### config.mk
export PLATFORM = sky130hd
export DESIGN_NAME = pdm_pcm_decimator_flat
export DESIGN_NICKNAME = d
export VERILOG_FILES = /design/src/rtl/pdm_pcm_decimator_if.sv /design/src/rtl/pdm_pcm_decimator.sv /design/src/flat_wrapper.sv
export SDC_FILE = /design/constraint.sdc
export NUM_CORES = 1
export LEC_CHECK = 0
export ABC_AREA = 1
export BUFFER_PORTS_ARGS = -buffer_cell sky130_fd_sc_hd__buf_2
export CORE_MARGIN = 2
export CORE_UTILIZATION = 45
export DETAILED_ROUTE_END_ITERATION = 12
export GPL_ROUTABILITY_DRIVEN = 0
export GPL_TIMING_DRIVEN = 0
export HOLD_SLACK_MARGIN = 0.06
export SLEW_MARGIN = 20
export SYNTH_ARGS = -nofsm -noshare
export SYNTH_HDL_FRONTEND = slang
export SYNTH_SLANG_ARGS = --single-unit
### constraint.sdc
create_clock -name clock_i -period 4.8 [get_ports clock_i]
set_clock_uncertainty 0.2 [all_clocks]
set_input_delay 0.96 -clock clock_i [delete_from_list [all_inputs] [get_ports clock_i]]
set_output_delay 0.96 -clock clock_i [all_outputs]
set_load 0.005 [all_outputs]
### src/rtl/pdm_pcm_decimator_if.sv
// Word-input and PCM-output handshake bundle between the PDM deserializer, the decimator
// and the PCM sample consumer.
interface pdm_pcm_decimator_if #(
  parameter int PCM_WIDTH = 16
);
  logic                 word_valid_i;
  logic [15:0]          word_i;
  logic                 pcm_valid_o;
  logic                 pcm_ready_i;
  logic [PCM_WIDTH-1:0] pcm_o;
  logic                 overrun_o;

  modport master (
    output word_valid_i, word_i, pcm_ready_i,
    input  pcm_valid_o, pcm_o, overrun_o
  );

  modport slave (
    input  word_valid_i, word_i, pcm_ready_i,
    output pcm_valid_o, pcm_o, overrun_o
  );
endinterface

### src/rtl/pdm_pcm_decimator.sv
// PDM-to-PCM decimator: popcount per word, boxcar moving sum, decimation, signed scaling.
// Optional PDM_DECIM_OVERRUN_CNT_EN adds a saturating dropped-sample counter port.
module pdm_pcm_decimator #(
  parameter int AVG_LOG2  = 2,
  parameter int DECIM     = 4,
  parameter int PCM_WIDTH = 16
) (
  input  logic               clock_i,
  input  logic               reset_n_i,
  pdm_pcm_decimator_if.slave bus
`ifdef PDM_DECIM_OVERRUN_CNT_EN
  ,output logic [15:0]       overrun_cnt_o
`endif
);
  localparam int N     = 1 << AVG_LOG2;
  localparam int SW    = AVG_LOG2 + 5;
  localparam int FW    = AVG_LOG2 + 1;
  localparam int DCW   = (DECIM > 1) ? $clog2(DECIM) : 1;
  localparam int WW    = PCM_WIDTH + 1;
  localparam int SHIFT = PCM_WIDTH - 4 - AVG_LOG2;

  logic [4:0]           r_ones;
  logic                 r_onesValid;
  logic [SW-1:0]        r_sum;
  logic [4:0]           r_slot [N];
  logic [AVG_LOG2-1:0]  r_wptr;
  logic [FW-1:0]        r_fill;
  logic [DCW-1:0]       r_dcnt;
  logic                 r_due;
  logic                 r_pcmValid;
  logic [PCM_WIDTH-1:0] r_pcm;
  logic                 r_overrun;
  logic [4:0]           w_ones;
  logic [SW-1:0]        w_diff;
  logic signed [WW-1:0] w_wide;
  logic [PCM_WIDTH-1:0] w_pcm;

  always_comb begin
    w_ones = '0;
    for (int i = 0; i < 16; i++) begin
      w_ones = w_ones + 5'(bus.word_i[i]);
    end
  end

  // Only +full-scale can overflow after the shift; it shows up as a sign/MSB disagreement.
  assign w_diff = r_sum - SW'(8 * N);
  assign w_wide = WW'($signed(w_diff)) <<< SHIFT;
  assign w_pcm  = (w_wide[WW-1] != w_wide[WW-2]) ? {1'b0, {(PCM_WIDTH-1){1'b1}}}
                                                 : w_wide[PCM_WIDTH-1:0];

  always_ff @(posedge clock_i) begin
    if (!reset_n_i) begin
      r_ones      <= '0;
      r_onesValid <= 1'b0;
      r_sum       <= '0;
      r_wptr      <= '0;
      r_fill      <= '0;
      r_dcnt      <= '0;
      r_due       <= 1'b0;
      for (int i = 0; i < N; i++) begin
        r_slot[i] <= '0;
      end
    end else begin
      r_ones      <= w_ones;
      r_onesValid <= bus.word_valid_i;
      r_due       <= 1'b0;
      if (r_onesValid) begin
        r_sum          <= r_sum + SW'(r_ones) - SW'(r_slot[r_wptr]);
        r_slot[r_wptr] <= r_ones;
        r_wptr         <= r_wptr + 1'b1;
        // First full window emits immediately, then every DECIM words.
        if (r_fill != FW'(N)) begin
          r_fill <= r_fill + 1'b1;
          if (r_fill == FW'(N - 1)) begin
            r_due  <= 1'b1;
            r_dcnt <= '0;
          end
        end else if (r_dcnt == DCW'(DECIM - 1)) begin
          r_due  <= 1'b1;
          r_dcnt <= '0;
        end else begin
          r_dcnt <= r_dcnt + 1'b1;
        end
      end
    end
  end

  always_ff @(posedge clock_i) begin
    if (!reset_n_i) begin
      r_pcmValid <= 1'b0;
      r_pcm      <= '0;
      r_overrun  <= 1'b0;
    end else begin
      r_overrun <= 1'b0;
      if (r_due && (!r_pcmValid || bus.pcm_ready_i)) begin
        r_pcmValid <= 1'b1;
        r_pcm      <= w_pcm;
      end else if (r_due) begin
        r_overrun <= 1'b1;
      end else if (r_pcmValid && bus.pcm_ready_i) begin
        r_pcmValid <= 1'b0;
      end
    end
  end

`ifdef PDM_DECIM_OVERRUN_CNT_EN
  logic [15:0] r_overrunCnt;

  always_ff @(posedge clock_i) begin
    if (!reset_n_i) begin
      r_overrunCnt <= '0;
    end else if (r_overrun && (r_overrunCnt != 16'hFFFF)) begin
      r_overrunCnt <= r_overrunCnt + 16'd1;
    end
  end

  assign overrun_cnt_o = r_overrunCnt;
`endif

  assign bus.pcm_valid_o = r_pcmValid;
  assign bus.pcm_o       = r_pcm;
  assign bus.overrun_o   = r_overrun;
endmodule

### src/flat_wrapper.sv
// flat-port wrapper written by rule: the top's interface ports become plain ports
module pdm_pcm_decimator_flat 
#(
  parameter int AVG_LOG2  = 2,
  parameter int DECIM     = 4,
  parameter int PCM_WIDTH = 16
)
  (clock_i, reset_n_i, bus_word_valid_i, bus_word_i, bus_pcm_ready_i, bus_pcm_valid_o, bus_pcm_o, bus_overrun_o);
  pdm_pcm_decimator_if #(.PCM_WIDTH(PCM_WIDTH)) bus_i ();
  input  logic clock_i;
  input  logic reset_n_i;
  input wire logic [$bits(bus_i.word_valid_i)-1:0] bus_word_valid_i;
  input wire logic [$bits(bus_i.word_i)-1:0] bus_word_i;
  input wire logic [$bits(bus_i.pcm_ready_i)-1:0] bus_pcm_ready_i;
  output wire logic [$bits(bus_i.pcm_valid_o)-1:0] bus_pcm_valid_o;
  output wire logic [$bits(bus_i.pcm_o)-1:0] bus_pcm_o;
  output wire logic [$bits(bus_i.overrun_o)-1:0] bus_overrun_o;
  assign bus_i.word_valid_i = bus_word_valid_i;
  assign bus_i.word_i = bus_word_i;
  assign bus_i.pcm_ready_i = bus_pcm_ready_i;
  assign bus_pcm_valid_o = bus_i.pcm_valid_o;
  assign bus_pcm_o = bus_i.pcm_o;
  assign bus_overrun_o = bus_i.overrun_o;
  pdm_pcm_decimator #(.AVG_LOG2(AVG_LOG2), .DECIM(DECIM), .PCM_WIDTH(PCM_WIDTH)) u_core (.clock_i(clock_i), .reset_n_i(reset_n_i), .bus(bus_i));
endmodule
==> results_dict.tcl, run 1 <==
set metrics [dict create \
    status "completed" \
    maxCapViolations 0 \
    syn_area_per_cell_um2 8.70 \
    portBuffers 37 \
    slowest_delay_ns 0.53 \
    vdd_ir_drop_max_mv 0.219 \
    cp-startpoint "bus_word_i[0]" \
    grt-busiest-layer "met2" \
    cp_cell_sequence "buf_2 -> ha_1 -> inv_1 -> fa_1 -> fa_1 -> fa_1 -> fa_1 -> fa_1 -> inv_1 -> fa_1 -> nand2_1 -> inv_1" \
    crit_arrival_ns 4.31 \
    yosys_warnings 0 \
    start_util 0.474 \
    wl_per_cell_um 11.5 \
    cp_max_fo 2 \
    drt_first_pass_iters 4 \
    use_met3 0.0318 \
    hold_viol_final 0 \
    cp_slowest_cell "fa_1" \
    yosysUniqueCellTypes 27 \
    switchingPower_uw 551 \
    syn_area_mm2 0.00284 \
    setup_viol 0 \
    hold_depth 2 \
    slew_viol_final 0 \
    grt_pass1_wl_um 8910 \
    cts.sinks 52 \
    p_clk_frac 0.208 \
    num-fill-cells 577 \
    vias_per_cell 4.72 \
    cts_root_buf "clkbuf_8" \
    critical_path_required_ns 4.82 \
    dr_total_vias 2106 \
    cts_setup_buffers 0 \
    ioPinCount 38 \
    timing.fmax_ghz 0.233 \
    relSlewSlack 0.429 \
    crit_path_end_kind "flop" \
    rsz0062_at_grt "no" \
    post-route-min-period_ns 4.29 \
    dp_slack_ns 0.156 \
    cpMostUsedCell "fa_1" \
    grt-ovfl-total 0 \
    hpwl_um 3960 \
    synth.ff_latch_count 52 \
    antenna_found_initial 0 \
    fp-row-count 28 \
    cts_resized 0 \
    grt_pass1_vias 1951 \
    power_switching_share 0.379 \
    drc 0 \
    p_int_uw 904 \
    seq_area_frac_synth 0.437 \
    pwr-share-seq 0.361 \
    area_growth_pct 13.8 \
    core_region_area_mm2 0.00599 \
    reg2reg_to "u_core.r_sum[6]" \
    clkLatencyLatePin_ns 0.31 \
    combPwrFrac 0.431 \
    drt.antenna.violating_nets 0 \
    cp-start-kind "primary input" \
    syn-num-nets 378 \
    grt_use_met1 0.223 \
    worstHoldPathType "reg -> reg" \
    final_common_cell "inv_1" \
    cts.reportedPaths.clkPinSlew_ns 0.09 \
    post-route-util 0.539 \
    worstMarginPinSlew_ns 0.848 \
    cts_hold_buf 0 \
    critPathKind "in -> reg" \
    die_w_um 83.4 \
    synthCells 326 \
    p_leak_nw 1.60 \
    dieArea_mm2 0.00696 \
    die_h_um 83.4 \
    drt_iter0_markers 95 \
    track_usage 0.160 \
    fin_nets 422 \
    numCtsBuffers 5 \
    grt_max_degree 17 \
    fin_tns_setup_ns 0 \
    setup_ws_ns 0.509 \
    drive_above_1_share 0.173 \
    use_met2 0.242 \
    r2r_slack_ns 1.93 \
    clk_path_buf_depth 2 \
    most-common-layout-cells "68 x inv_1, 41 x nor2_1, 40 x nand2_1" \
    power.density_mw_per_mm2 451 \
    finalCritPeriodShare 0.894 \
    ff2ff_path_depth 12 \
    cts_tree "done" \
    drt-total-wl_um 5110 \
    critical_path.endpoint "u_core.r_ones[1]" \
    cts.htree.levels 2 \
    diodes 0 \
]
layer usage:
layer,vias to the layer above,wire (um)
met3,9,198
met2,43,2220
met1,952,2580
met4,0,103
li1,1102,-
met5,-,0
kinds of logic after synthesis:
kind of cell / Yosys count / share of synthesized area
flops: 52 / 0.437
compound gates: 55 / 0.101
fa+ha+maj: 32 / 0.181
simple gates: 105 / 0.160
buf+inv: 82 / 0.121
cells in the mapped netlist (all sizes together):
master | number | share of area
clkinv | 1 | 0.0013
o21ai | 29 | 0.051
o22ai | 7 | 0.015
dfxtp | 32 | 0.23
nand2 | 43 | 0.061
ha | 17 | 0.075
inv | 69 | 0.091
o21a | 1 | 0.0026
fa | 15 | 0.11
nor2 | 43 | 0.060
a21oi | 18 | 0.032
edfxtp | 20 | 0.21
buf | 10 | 0.026
clkbuf | 2 | 0.0026
nand3 | 14 | 0.026
nor3 | 3 | 0.0071
nand3b | 1 | 0.0026
or2 | 1 | 0.0022
power groups by stage:
stage | Sequential, mW | Combinational (mW) | Clock (mW)
2_1_floorplan | 0.531 | 0.499 | 0
3_3_place_gp | 0.536 | 0.615 | 0
3_5_place_dp | 0.535 | 0.627 | 0
4_1_cts | 0.525 | 0.632 | 0.307
5_1_grt | 0.529 | 0.744 | 0.321
6_report | 0.525 | 0.628 | 0.302
how the worst min path moves through the flow:
stage	startpoint	slack [ns]	endpoint
after floorplan	u_core.r_sum[6]	0.23	u_core.r_sum[6]
after global routing	u_core.r_due	0.29	u_core.bus.overrun_o
final	u_core.r_sum[6]	0.26	u_core.r_sum[6]
after global placement	u_core.r_sum[4]	0.24	u_core.r_sum[4]
after detailed placement	u_core.r_sum[6]	0.24	u_core.r_sum[6]
after CTS	u_core.r_sum[6]	0.26	u_core.r_sum[6]
cell type report:
type	instances	area [um2]	share of cell area
Buffer	12	80.1	0.0248
Clock buffer	5	68.8	0.0213
Clock inverter	3	42.5	0.0132
Inverter	70	263	0.0814
Multi-Input combinational cell	192	1250	0.388
Sequential cell	52	1240	0.384
Tap cell	75	93.8	0.0291
Timing Repair Buffer	37	185	0.0574
sequential cells by signal, summed over array words and instances (netlist names), 2 cells and up, named ones only:
name and count:
u_core.r_sum 7, u_core.bus.pcm_o 7, u_core.r_wptr 2, u_core.r_slot 20, u_core.r_ones 5, u_core.r_dcnt 2
u_core.r_fill 3
stage by stage:
stage / hold slack (ns) / cells / cell area, um2 / power (mW)
floorplan: 0.226 / 326 / 2840 / 1.03
global placement: 0.240 / 438 / 3120 / 1.15
detailed placement: 0.242 / 438 / 3120 / 1.16
CTS: 0.258 / 446 / 3230 / 1.46
global route: 0.294 / 446 / 3230 / 1.59
finish: 0.256 / 446 / 3230 / 1.45
worst max-delay path: cells and delay by family:
family	cells	cell delay, ns
fa+ha+maj	7	2.96
buf+inv	4	0.30
simple gates	1	0.08
Note: power is estimated with default switching activity, not from simulation.
==> inputs of run 2 (changes only) <==
--- a/config.mk
+++ b/config.mk
@@ -10,9 +10,10 @@
 export CORE_MARGIN = 2
 export CORE_UTILIZATION = 45
 export DETAILED_ROUTE_END_ITERATION = 12
-export GPL_ROUTABILITY_DRIVEN = 0
+export GPL_ROUTABILITY_DRIVEN = 1
 export GPL_TIMING_DRIVEN = 0
 export HOLD_SLACK_MARGIN = 0.06
+export PLACE_DENSITY = 0.75
 export SLEW_MARGIN = 20
 export SYNTH_ARGS = -nofsm -noshare
 export SYNTH_HDL_FRONTEND = slang
==> run 2 against run 1 <==
Utilization is 0.27 points lower. Largest power group unchanged. Largest cell class unchanged. Via count is 2.2% higher. Final cell count stayed put. Setup slack better by 0.050 ns. Count of clock-buffer cells in the layout stayed put. Die area stayed put. Power is 2.3% lower.
==> results_dict.tcl, run 2 (synthesis gave the netlist of run 1 again) <==
set metrics [dict create \
    dieArea_mm2 0.00696 \
    portBuffers 37 \
    vias_per_cell 4.83 \
    cts_root_buf "clkbuf_8" \
    hpwl_um 4130 \
    start_util 0.474 \
    place_inst 438 \
    setup_viol 0 \
    cts_resized 0 \
    final_common_cell "inv_1" \
    gp_congestion 0.799 \
    cts.reportedPaths.clkPinSlew_ns 0.10 \
    dr_total_vias 2153 \
    rsz0062_at_grt "no" \
    cts.htree.levels 2 \
    clkLatencyLatePin_ns 0.32 \
    post-route-min-period_ns 4.24 \
    most-common-layout-cells "68 x inv_1, 41 x nor2_1, 40 x nand2_1" \
    drt_first_pass_iters 4 \
    slew_viol_final 0 \
    crit_path_end_kind "flop" \
    ioPinCount 38 \
    maxCapViolations 0 \
    grt_pass1_wl_um 9180 \
    drt_iter0_markers 104 \
    grt-ovfl-total 0 \
    drt-total-wl_um 5160 \
    fp-row-count 28 \
    power.density_mw_per_mm2 442 \
    status "completed" \
    wl_per_cell_um 11.6 \
    fin_nets 422 \
    crit_arrival_ns 4.27 \
    drive_above_1_share 0.173 \
    hold_start "u_core.r_sum[6]" \
    regMostFlops "u_core.r_slot" \
    fin_tns_setup_ns 0 \
    r2r_slack_ns 1.97 \
    fin_cells 446 \
    numCtsBuffers 5 \
    area_growth_pct 13.2 \
    critPathKind "in -> reg" \
    cp-start-kind "primary input" \
    drt.antenna.violating_nets 0 \
    grt_max_degree 19 \
    timing.fmax_ghz 0.236 \
    diodes 0 \
    grt_pass1_vias 2093 \
    antenna_found_initial 0 \
    p_leak_nw 1.59 \
    worstHoldPathType "reg -> reg" \
    vdd_ir_drop_max_mv 0.224 \
    critical_path_required_ns 4.83 \
    clk_path_buf_depth 2 \
    finalCritPeriodShare 0.883 \
    core_region_area_mm2 0.00599 \
    worstMarginPinSlew_ns 0.881 \
    cts_setup_buffers 0 \
    die_h_um 83.4 \
    drc 0 \
    cp_max_fo 2 \
    die_w_um 83.4 \
    track_usage 0.160 \
    hold_viol_final 0 \
    cts_hold_buf 0 \
    cts.sinks 52 \
    cp-startpoint "bus_word_i[0]" \
    relSlewSlack 0.406 \
    cts_tree "done" \
    largest_reg_flops 20 \
]
## run 2: changes by cell type in the layout (fill, tap and decap cells not counted)
cell / change
bufinv_16: -1
clkinv_2: -1
clkinv_4: +2
clkinvlp_4: -1
inv_6: +1
## run 2: path summary, 6_finish.rpt
check	depth (start not counted)	to
worst max-delay path	12	u_core.r_ones[1]
worst min-delay path	2	u_core.r_sum[6]
worst max register to register	11	u_core.r_sum[4]
worst min register to register	2	u_core.r_sum[6]
## run 2: layout make-up
class,instances,area [um2]
fill,544,2780
multi-input combinational,192,1250
sequential,52,1240
inverter,70,263
timing repair buffer,37,185
tap,75,93.8
buffer,12,80.1
clock buffer,5,68.8
clock inverter,3,26.3
## run 2: metal layers
| layer | share of wire | GRT usage | up-vias | routed length, um |
|---|---|---|---|---|
| met3 | 0.038 | 0.0278 | 7 | 197 |
| met5 | 0 | 0 | - | 0 |
| met4 | 0.016 | 0.0455 | 0 | 82 |
| met1 | 0.44 | 0.199 | 997 | 2270 |
| met2 | 0.50 | 0.287 | 41 | 2600 |
| li1 | - | - | 1108 | - |
## run 2: where the power goes
group	internal (mW)	switching [mW]
Clock	0.106	0.150
Combinational	0.242	0.397
Sequential	0.508	0.0179
Total	0.856	0.565
## run 2: critical path, cell delays in order
cell and delay [ns]:
buf_2 0.10, ha_1 0.28, inv_1 0.07, fa_1 0.44, fa_1 0.49, fa_1 0.54, fa_1 0.43, fa_1 0.37
inv_1 0.09, fa_1 0.40, nand2_1 0.08, inv_1 0.03
## run 2: through the flow
step | total power, mW | hold WS (ns) | area [um2] | setup WS, ns | utilization
finish | 1.42 | 0.258 | 3210 | 0.560 | 0.536
global route | 1.55 | 0.281 | 3210 | 0.413 | 0.536
global placement | 1.13 | 0.237 | 3120 | 0.226 | 0.520
CTS | 1.43 | 0.259 | 3210 | 0.550 | 0.536
floorplan | 1.03 | 0.226 | 2840 | 0.418 | -
detailed placement | 1.17 | 0.241 | 3120 | 0.206 | 0.520
==> inputs of run 3 (changes only) <==
--- a/config.mk
+++ b/config.mk
@@ -14,6 +14,7 @@
 export GPL_TIMING_DRIVEN = 0
 export HOLD_SLACK_MARGIN = 0.06
 export PLACE_DENSITY = 0.75
+export REMOVE_ABC_BUFFERS = 1
 export SLEW_MARGIN = 20
 export SYNTH_ARGS = -nofsm -noshare
 export SYNTH_HDL_FRONTEND = slang
==> run 3 against run 2 <==
Count of clock-buffer cells in the layout is 1 higher. Sequential power about the same. Die area is the same. Combinational power is 1% lower. Largest power group unchanged. Critical endpoint unchanged. Global-route usage fell by 0.064 points. Utilization fell by 0.71 points. Design area decreased by 1.3%. Worst hold slack worse by 0.0019 ns. Register-to-register slack worse by 0.20 ns.
==> results_dict.tcl, run 3 (synthesis gave the netlist of run 1 again) <==
set metrics [dict create \
    drc 0 \
    crit_path_end_kind "flop" \
    drive_above_1_share 0.148 \
    cts_hold_buf 0 \
    rsz0062_at_grt "no" \
    track_usage 0.160 \
    drt.antenna.violating_nets 0 \
    fin_tns_setup_ns 0 \
    worstHoldPathType "reg -> reg" \
    final_common_cell "inv_1" \
    worstMarginPinSlew_ns 0.898 \
    regMostFlops "u_core.r_slot" \
    cp_slowest_cell "fa_1" \
    dr_total_vias 2108 \
    clk_path_buf_depth 2 \
    combPwrFrac 0.418 \
    diodes 0 \
    critPathKind "in -> reg" \
    cp_max_fo 2 \
    cp_cell_sequence "buf_2 -> ha_1 -> inv_1 -> fa_1 -> fa_1 -> fa_1 -> fa_1 -> fa_1 -> inv_1 -> fa_1 -> nand2_1 -> inv_1" \
    cpMostUsedCell "fa_1" \
    die_h_um 83.4 \
    hpwl_um 3940 \
    post-route-util 0.529 \
    timing.fmax_ghz 0.233 \
    drt_iter0_markers 177 \
    p_leak_nw 1.55 \
    post-route-min-period_ns 4.28 \
    power.density_mw_per_mm2 476 \
    antenna_found_initial 0 \
    portBuffers 37 \
    cts.sinks 52 \
    p_clk_frac 0.233 \
    slowest_delay_ns 0.54 \
    crit_arrival_ns 4.31 \
    cts_setup_buffers 0 \
    grt_max_degree 24 \
    cts_root_buf "clkbuf_8" \
    drt-total-wl_um 5000 \
    switchingPower_uw 551 \
    path_buf_inv 4 \
    p_int_uw 957 \
    most-common-layout-cells "68 x inv_1, 41 x nor2_1, 40 x nand2_1" \
    largest_reg_flops 20 \
    power_switching_share 0.366 \
    cts_resized 0 \
    maxCapViolations 0 \
    cts_tree "done" \
    vias_per_cell 4.86 \
    relSlewSlack 0.395 \
    core_region_area_mm2 0.00599 \
    gp_congestion 0.848 \
    slew_viol_final 0 \
    fin_nets 410 \
    clkLatencyLatePin_ns 0.31 \
    dieArea_mm2 0.00696 \
    grt-ovfl-total 0 \
    r2r_slack_ns 1.77 \
    start_util 0.474 \
    critical_path_required_ns 4.82 \
    grt_pass1_wl_um 9110 \
    ioPinCount 38 \
    drt_first_pass_iters 4 \
    status "completed" \
    vdd_ir_drop_max_mv 0.289 \
    num-fill-cells 546 \
    cts.reportedPaths.clkPinSlew_ns 0.10 \
    die_w_um 83.4 \
    fp-row-count 28 \
    wl_per_cell_um 11.5 \
    hold_viol_final 0 \
    area_growth_pct 11.7 \
    cp-start-kind "primary input" \
    numCtsBuffers 5 \
    finalCritPeriodShare 0.892 \
    grt_pass1_vias 2139 \
    cts.htree.levels 2 \
    crit_family "adder cells" \
    setup_viol 0 \
    pwr-share-seq 0.349 \
]
[run 3: cell count changes in the layout (fill, tap and decap cells not counted), sizes merged]
cell	previous run	this run
buf	47	37
inv	70	69
clkbuf	7	6
bufinv	0	2
clkinv	3	1
[run 3: tightest hold or removal path, stage by stage, from the launching register on]
cell and delay [ns]:
dfxtp_1 0.32, nand2_1 0.06, nand2_1 0.05
[run 3: area by class of cell]
cell class                 instances  area (um2)  share of cell area
multi-input combinational        192        1250               0.396
sequential                        52        1240               0.392
clock inverter                     2        60.1              0.0189
clock buffer                       6        72.6              0.0229
timing repair buffer              37         185              0.0584
inverter                          70         263              0.0829
tap                               75        93.8              0.0296
[run 3: routing by layer]
metal | vias up | track usage | wire, um
li1 | 1082 | - | -
met1 | 969 | 0.200 | 2280
met2 | 46 | 0.276 | 2420
met3 | 11 | 0.0328 | 186
met4 | 0 | 0.0543 | 107
met5 | - | 0 | 0
[run 3: per-stage QoR]
stage	worst slack (ns)	instances	hold WS (ns)	power, mW	instance area, um2
3_3_place_gp	0.233	426	0.237	1.13	3040
5_1_grt	0.375	434	0.290	1.65	3170
3_5_place_dp	0.158	426	0.245	1.16	3040
2_1_floorplan	0.418	314	0.226	1.03	2760
4_1_cts	0.494	434	0.259	1.51	3170
6_report	0.516	434	0.257	1.51	3170
[run 3: power by group through the flow]
stage | Clock (mW) | Sequential [mW] | Combinational (mW)
final | 0.352 | 0.526 | 0.630
after global routing | 0.379 | 0.532 | 0.736
after CTS | 0.357 | 0.527 | 0.630
after detailed placement | 0 | 0.537 | 0.626
after global placement | 0 | 0.536 | 0.595
after floorplan | 0 | 0.532 | 0.495
[run 3: worst paths after layout]
path,startpoint,endpoint,depth (start not counted)
worst max register to register,flop,u_core.r_sum[4],10
worst min-delay path,u_core.r_sum[6],u_core.r_sum[6],2
worst max-delay path,bus_word_i[0],u_core.r_ones[1],12
worst min register to register,u_core.r_sum[6],u_core.r_sum[6],2
